==> config.mk <==
export PLATFORM = sky130hd
export DESIGN_NAME = psram_tester
export DESIGN_NICKNAME = d
export VERILOG_FILES = /design/src/rtl/psram_pkg.sv /design/src/rtl/psram_lfsr16.sv /design/src/rtl/psram_tester.sv
export SDC_FILE = /design/constraint.sdc
export NUM_CORES = 1
export LEC_CHECK = 0
export ABC_AREA = 1
export ABC_CLOCK_PERIOD_IN_PS = 1900
export CORE_MARGIN = 3
export CORE_UTILIZATION = 54
export DETAILED_ROUTE_END_ITERATION = 6
export PLACE_DENSITY = 0.81
export SETUP_SLACK_MARGIN = 0.2
export SLEW_MARGIN = 10
export SYNTH_ARGS = -nofsm -noshare
export SYNTH_HDL_FRONTEND = slang
export SYNTH_SLANG_ARGS = --single-unit
export TNS_END_PERCENT = 10
==> constraint.sdc <==
create_clock -name clk -period 1.9 [get_ports clk]
set_input_delay 0.475 -clock clk [delete_from_list [all_inputs] [get_ports clk]]
set_output_delay 0.475 -clock clk [all_outputs]
set_load 0.01 [all_outputs]
==> src/rtl/psram_pkg.sv <==
// Shared types and helpers for the PSRAM exerciser: FSM states, LFSR taps and
// the one-step Galois LFSR function used for both pattern and pass-seed advance.
package psram_pkg;

  typedef enum logic [3:0] {
    IDLE     = 4'd0,
    WR_ISSUE = 4'd1,
    WR_GUARD = 4'd2,
    WR_WAIT  = 4'd3,
    RD_ISSUE = 4'd4,
    RD_GUARD = 4'd5,
    RD_WAIT  = 4'd6,
    PASS_END = 4'd7,
    DONE     = 4'd8
  } tester_state_t;

  localparam logic [15:0] LFSR_TAPS      = 16'hB400;
  localparam int          BYTES_PER_WORD = 2;

  // Right-shifting Galois step: feedback applied when the bit shifted out is 1.
  function automatic logic [15:0] lfsr_step(input logic [15:0] v);
    logic [15:0] sh;
    sh = v >> 1;
    if (v[0]) begin
      lfsr_step = sh ^ LFSR_TAPS;
    end else begin
      lfsr_step = sh;
    end
  endfunction

endpackage

==> src/rtl/psram_lfsr16.sv <==
// Loadable 16-bit Galois LFSR holding the running test pattern.
// value_next exposes the next-cycle value so callers can register it alongside.
module psram_lfsr16
  import psram_pkg::*;
#(
  parameter logic [15:0] SEED = 16'hACE1
) (
  input  logic        clk,
  input  logic        rst_n,
  input  logic        load,
  input  logic        step,
  input  logic [15:0] seed,
  output logic [15:0] value,
  output logic [15:0] value_next
);

  logic [15:0] value_q;
  logic [15:0] value_d;

  always_comb begin
    value_d = value_q;
    if (load) begin
      value_d = seed;
    end else if (step) begin
      value_d = lfsr_step(value_q);
    end else begin
      value_d = value_q;
    end
  end

  always_ff @(posedge clk or negedge rst_n) begin
    if (!rst_n) begin
      value_q <= SEED;
    end else begin
      value_q <= value_d;
    end
  end

  assign value      = value_q;
  assign value_next = value_d;

endmodule

==> src/rtl/psram_tester.sv <==
// Self-checking PSRAM exerciser: writes an LFSR pattern across a word window,
// reads it back through the controller handshake and records mismatches.
module psram_tester
  import psram_pkg::*;
#(
  parameter int          ADDR_W     = 24,
  parameter int          NUM_WORDS  = 256,
  parameter logic [15:0] SEED       = 16'hACE1,
  parameter bit          CONTINUOUS = 1'b0
) (
  input  logic              clk,
  input  logic              rst_n,
  input  logic              start,
  input  logic              mem_ready,
  output logic [ADDR_W-1:0] addr,
  output logic              read_strb,
  output logic              write_strb,
  output logic [15:0]       data_in,
  input  logic [15:0]       data_out,
  output logic              busy,
  output logic              done,
  output logic              pass,
  output logic [15:0]       err_count,
  output logic [ADDR_W-1:0] first_err_addr,
  output logic [15:0]       first_err_exp,
  output logic [15:0]       first_err_got,
  output logic [15:0]       pass_count
);

  localparam int CNT_W = (NUM_WORDS > 1) ? $clog2(NUM_WORDS) : 1;
  localparam logic [CNT_W-1:0]  LAST_WORD = CNT_W'(NUM_WORDS - 1);
  localparam logic [ADDR_W-1:0] ADDR_INC  = ADDR_W'(BYTES_PER_WORD);

  tester_state_t     state_q, state_d;
  logic [ADDR_W-1:0] addr_q, addr_d;
  logic [CNT_W-1:0]  word_cnt_q, word_cnt_d;
  logic [15:0]       pass_seed_q, pass_seed_d;
  logic [15:0]       data_in_q, data_in_d;
  logic              write_strb_q, write_strb_d;
  logic              read_strb_q, read_strb_d;
  logic              busy_q, busy_d;
  logic              done_q, done_d;
  logic              pass_q, pass_d;
  logic [15:0]       err_count_q, err_count_d;
  logic              err_seen_q, err_seen_d;
  logic [ADDR_W-1:0] first_err_addr_q, first_err_addr_d;
  logic [15:0]       first_err_exp_q, first_err_exp_d;
  logic [15:0]       first_err_got_q, first_err_got_d;
  logic [15:0]       pass_count_q, pass_count_d;

  logic        lfsr_load_s;
  logic        lfsr_step_s;
  logic [15:0] lfsr_seed_s;
  logic [15:0] lfsr_val_s;
  logic [15:0] lfsr_next_s;
  logic        last_word_s;

  psram_lfsr16 #(.SEED(SEED)) u_lfsr (
    .clk        (clk),
    .rst_n      (rst_n),
    .load       (lfsr_load_s),
    .step       (lfsr_step_s),
    .seed       (lfsr_seed_s),
    .value      (lfsr_val_s),
    .value_next (lfsr_next_s)
  );

  assign last_word_s = (word_cnt_q == LAST_WORD);

  always_comb begin
    state_d          = state_q;
    addr_d           = addr_q;
    word_cnt_d       = word_cnt_q;
    pass_seed_d      = pass_seed_q;
    done_d           = done_q;
    pass_d           = pass_q;
    err_count_d      = err_count_q;
    err_seen_d       = err_seen_q;
    first_err_addr_d = first_err_addr_q;
    first_err_exp_d  = first_err_exp_q;
    first_err_got_d  = first_err_got_q;
    pass_count_d     = pass_count_q;
    lfsr_load_s      = 1'b0;
    lfsr_step_s      = 1'b0;
    lfsr_seed_s      = pass_seed_q;

    case (state_q)
      IDLE: begin
        if (start && mem_ready) begin
          addr_d           = '0;
          word_cnt_d       = '0;
          lfsr_load_s      = 1'b1;
          err_count_d      = 16'h0000;
          err_seen_d       = 1'b0;
          first_err_addr_d = '0;
          first_err_exp_d  = 16'h0000;
          first_err_got_d  = 16'h0000;
          state_d          = WR_ISSUE;
        end else begin
          state_d = IDLE;
        end
      end
      WR_ISSUE: state_d = WR_GUARD;
      WR_GUARD: state_d = WR_WAIT;
      WR_WAIT: begin
        if (mem_ready) begin
          if (last_word_s) begin
            addr_d      = '0;
            word_cnt_d  = '0;
            lfsr_load_s = 1'b1;
            state_d     = RD_ISSUE;
          end else begin
            addr_d      = addr_q + ADDR_INC;
            word_cnt_d  = word_cnt_q + CNT_W'(1);
            lfsr_step_s = 1'b1;
            state_d     = WR_ISSUE;
          end
        end else begin
          state_d = WR_WAIT;
        end
      end
      RD_ISSUE: state_d = RD_GUARD;
      RD_GUARD: state_d = RD_WAIT;
      RD_WAIT: begin
        if (mem_ready) begin
          if (data_out != lfsr_val_s) begin
            if (err_count_q != 16'hFFFF) begin
              err_count_d = err_count_q + 16'd1;
            end else begin
              err_count_d = err_count_q;
            end
            // First mismatch since start is kept; later passes only add to the count.
            if (!err_seen_q) begin
              err_seen_d       = 1'b1;
              first_err_addr_d = addr_q;
              first_err_exp_d  = lfsr_val_s;
              first_err_got_d  = data_out;
            end else begin
              err_seen_d = err_seen_q;
            end
          end else begin
            err_count_d = err_count_q;
          end
          lfsr_step_s = 1'b1;
          addr_d      = addr_q + ADDR_INC;
          word_cnt_d  = word_cnt_q + CNT_W'(1);
          state_d     = last_word_s ? PASS_END : RD_ISSUE;
        end else begin
          state_d = RD_WAIT;
        end
      end
      PASS_END: begin
        pass_count_d = pass_count_q + 16'd1;
        done_d       = 1'b1;
        pass_d       = (err_count_q == 16'h0000);
        pass_seed_d  = lfsr_step(pass_seed_q);
        if (CONTINUOUS) begin
          addr_d      = '0;
          word_cnt_d  = '0;
          lfsr_load_s = 1'b1;
          lfsr_seed_s = pass_seed_d;
          state_d     = WR_ISSUE;
        end else begin
          state_d = DONE;
        end
      end
      DONE: begin
        if (!start) begin
          state_d = IDLE;
        end else begin
          state_d = DONE;
        end
      end
      default: state_d = IDLE;
    endcase
  end

  // Registered handshake outputs are derived from the state being entered.
  always_comb begin
    write_strb_d = (state_d == WR_ISSUE);
    read_strb_d  = (state_d == RD_ISSUE);
    busy_d       = (state_d != IDLE) && (state_d != DONE);
    if (state_d == WR_ISSUE) begin
      data_in_d = lfsr_next_s;
    end else begin
      data_in_d = data_in_q;
    end
  end

  always_ff @(posedge clk or negedge rst_n) begin
    if (!rst_n) begin
      state_q          <= IDLE;
      addr_q           <= '0;
      word_cnt_q       <= '0;
      pass_seed_q      <= SEED;
      data_in_q        <= 16'h0000;
      write_strb_q     <= 1'b0;
      read_strb_q      <= 1'b0;
      busy_q           <= 1'b0;
      done_q           <= 1'b0;
      pass_q           <= 1'b0;
      err_count_q      <= 16'h0000;
      err_seen_q       <= 1'b0;
      first_err_addr_q <= '0;
      first_err_exp_q  <= 16'h0000;
      first_err_got_q  <= 16'h0000;
      pass_count_q     <= 16'h0000;
    end else begin
      state_q          <= state_d;
      addr_q           <= addr_d;
      word_cnt_q       <= word_cnt_d;
      pass_seed_q      <= pass_seed_d;
      data_in_q        <= data_in_d;
      write_strb_q     <= write_strb_d;
      read_strb_q      <= read_strb_d;
      busy_q           <= busy_d;
      done_q           <= done_d;
      pass_q           <= pass_d;
      err_count_q      <= err_count_d;
      err_seen_q       <= err_seen_d;
      first_err_addr_q <= first_err_addr_d;
      first_err_exp_q  <= first_err_exp_d;
      first_err_got_q  <= first_err_got_d;
      pass_count_q     <= pass_count_d;
    end
  end

  assign addr           = addr_q;
  assign write_strb     = write_strb_q;
  assign read_strb      = read_strb_q;
  assign data_in        = data_in_q;
  assign busy           = busy_q;
  assign done           = done_q;
  assign pass           = pass_q;
  assign err_count      = err_count_q;
  assign first_err_addr = first_err_addr_q;
  assign first_err_exp  = first_err_exp_q;
  assign first_err_got  = first_err_got_q;
  assign pass_count     = pass_count_q;

endmodule

==> impl_metrics.env <==
export IMPL_hold_path_class="in -> async"
export IMPL_antenna_found_initial=0
export IMPL_post_dp_hpwl_mm=17.7
export IMPL_critical_path_required_ps=2240
export IMPL_synth_edff_count=0
export IMPL_cts_sinks=177
export IMPL_setup_ws_ps=-33.1
export IMPL_cts_root_buf="clkbuf_16"
export IMPL_first_global_vias=8800
export IMPL_synth_area_leader_cell="dfrtp_1"
export IMPL_viasPerCell=5.81
export IMPL_drc=1
export IMPL_synth_area_leaders="dfrtp_1 44%, nand2_1 17%, nand4_1 6.1%"
export IMPL_numCtsBuffers=17
export IMPL_maxSlewHeadroom_pct=63.5
export IMPL_yosys_area_top_type_share_pct=43.8
export IMPL_cts_tree="built"
export IMPL_period_share_pct=102
export IMPL_async_flop_share_pct=100
export IMPL_p_leak_nw=7.09
export IMPL_violations="DRC, setup timing"
export IMPL_synthesis_area_sq_mm=0.00919
export IMPL_hold_viol=0
export IMPL_syn_to_final_growth_pct=44.1
export IMPL_io_buffers=151
export IMPL_rows=47
export IMPL_drt_initial_drc_count=1004
export IMPL_ys_ff_latch=177
export IMPL_syn_nets=1233
export IMPL_finalSetupTns_ps=-154
export IMPL_chipHeight_um=136
export IMPL_path_class="reg -> reg"
export IMPL_grt_overflow_total=0
export IMPL_ant_nets=0
export IMPL_antenna_cells=0
export IMPL_layout_nets=1468
export IMPL_clockBufferDepth=2
export IMPL_fin_skew_ps=6.77
export IMPL_period_minus_slack_ps=1930
export IMPL_p_per_area_mw_per_mm2=1170
export IMPL_die_area_sq_mm=0.0186
export IMPL_setup_viol=12
export IMPL_critPathArrivalTime_ps=2270
export IMPL_top_level_ports=153
export IMPL_worst_slew_pin_slew_ps=542
export IMPL_rsz0062_at_grt="yes"
export IMPL_grt_first_pass_wirelength_mm=45.1
export IMPL_syn_mean_instance_area_sq_um=7.61
export IMPL_status="complete, but fails checks"
export IMPL_synth_flop_cell="dfrtp_1"
export IMPL_drv_cap=0
export IMPL_synthCells=1208
export IMPL_drt_total_wl_mm=31.2
export IMPL_die_x_um=136
export IMPL_layout_drive_gt1_share_pct=27.3
export IMPL_track_usage_pct=30.7
export IMPL_htreeDepth=4
export IMPL_initial_core_util_pct=55.2
export IMPL_peakVddDrop_mv=0.990
export IMPL_grt_max_degree=75
export IMPL_vias=9737
export IMPL_ys_warn_count=0
export IMPL_nFillCells=1079
export IMPL_worstSetupEndpointType="register"
export IMPL_clock_fmax_mhz=517
export IMPL_clkTransAtPathRegs_ps=70
export IMPL_place_congestion=0.963
export IMPL_cp_max_fo=8
export IMPL_start_kind="register"
export IMPL_slew_violations=0
export IMPL_clock_latency_ps=450
export IMPL_core_sq_mm=0.0166
export IMPL_synth_distinct_cells=44
export IMPL_p_total_mw=15.5
export IMPL_seq_area_frac_synth_pct=48.4
export IMPL_first_pass_iters=7
export IMPL_post_drt_wl_per_cell_um=18.6
==> sequential cells by signal (all words and copies together), names as in the netlist, 4 cells and up <==
register / count
state_q: 4
first_err_addr: 24
err_count: 16
pass_count: 16
lfsr_seed_s: 16
word_cnt_q: 8
first_err_exp: 16
first_err_got: 16
data_in: 16
u_lfsr.value: 16
addr: 23
==> kinds of logic after synthesis <==
kind of cell             after synthesis  share of synthesized area (%)
flip-flops                           177                           48.4
XOR/XNOR                              32                           3.05
other                                  1                         0.0408
buffers and inverters                172                           7.94
AO/OA/AOI/OAI                         61                           3.73
adder cells (fa/ha/maj)                5                          0.681
AND/OR/NAND/NOR                      760                           36.2
==> path summary, 6_finish.rpt <==
check / from / to / slack, ps / cells past startpoint
worst max-delay path: word_cnt_q[0]$_DFFE_PN0P_ / data_in[10]$_DFFE_PN0N_ / -30 / 13
worst max register to register: word_cnt_q[0]$_DFFE_PN0P_ / data_in[10]$_DFFE_PN0N_ / -30 / 13
min in group clk: first_err_addr[17]$_DFFE_PN0P_ / first_err_addr[17]$_DFFE_PN0P_ / 470 / 2
worst min register to register: first_err_addr[17]$_DFFE_PN0P_ / first_err_addr[17]$_DFFE_PN0P_ / 470 / 2
max in group asynchronous: rst_n / u_lfsr.value[13]$_DFF_PN1_ / 790 / 3
worst min-delay path: rst_n / addr[18]$_DFFE_PN0P_ / 430 / 2
==> metrics by stage <==
step / setup slack (ps) / cell area (sq um) / instances / util, % / hold WS (ps)
after floorplan: 179 / 9200 / 1208 / - / 179
after global placement: -414 / 11400 / 1599 / 68.8 / 328
after detailed placement: -459 / 11400 / 1599 / 68.8 / 325
after CTS: 40.1 / 12700 / 1648 / 76.3 / 441
after global routing: -119 / 13200 / 1676 / 79.6 / 449
final: -33.1 / 13200 / 1676 / 79.6 / 432
==> metal layers <==
layer	global-route usage, %	part of all wire [%]	vias up
met5	0	0	-
met4	13.0	5.0	0
met3	5.00	8.4	149
met2	49.8	49	610
met1	41.0	38	4642
li1	-	-	4336
==> synth_stat cells, types with 2 or more instances <==
library cell and instances:
nand3_1 63, a21oi_1 17, inv_2 8, o21ai_2 2, inv_1 106, clkbuf_1 25, nor4_1 3, a21oi_2 2
dfrtp_1 161, buf_6 2, nand2_1 420, nor3b_1 2, dfstp_2 16, nor2_2 13, xor2_1 21, buf_4 14
nor2_1 135, o21a_1 3, ha_1 5, o21ai_0 30, buf_1 5, nand3_2 6, buf_2 11, or2_2 2
xnor2_1 11, nand2_2 3, nand4_1 89, nor3_1 17
==> timing repair <==
action                                 in CTS  in global routing
setup endpoints to repair                 272                160
endpoints found under the hold margin      14                  0
pin swaps                                 126                 46
setup buffers                              14                 22
hold buffers                                1                  0
cloned                                      2                  6
gates resized for setup                   332                 85
==> where the power goes <==
part	leakage, nW	total [mW]	internal [mW]	switching, mW
Sequential	2.32	4.92	4.38	0.541
Combinational	4.47	6.75	2.70	4.04
Clock	0.304	3.80	2.17	1.63
==> layout by cell type (no fill, tap or decap), drive strengths merged, types with 11 or more instances in the layout <==
master,synthesis,final
nor3,18,18
dlygate4sd2,0,125
dfstp,16,16
buf,32,119
nor2,149,149
xor2,21,21
clkbuf,25,24
a21oi,19,19
nand3,70,70
dfrtp,161,161
xnor2,11,11
nand2,424,424
clkdlybuf4s50,0,13
o21ai,33,33
nand4,89,89
inv,115,119
==> final cells by class <==
| class | count | area [sq um] | area share, % |
|---|---|---|---|
| inverters | 115 | 447 | 3.37 |
| repair buffers | 273 | 2660 | 20.0 |
| clock inverters | 13 | 176 | 1.33 |
| multi-input cells | 859 | 4760 | 35.9 |
| flip-flops and latches | 177 | 4480 | 33.8 |
| well taps | 220 | 275 | 2.08 |
| clock buffers | 19 | 453 | 3.42 |
==> worst max-delay path, stage by stage (launching register included) <==
cell and delay, ps:
dfrtp_1 400, ha_2 210, nand2_4 80, buf_6 120
nor2_4 40, nand2_2 110, nand2_1 80, nand2_1 80
nand3_2 120, nor2_4 160, nand2_4 120, buf_16 180
nand2_1 70, nand2_1 50
No activity file was read; power rests on OpenSTA's default activity.
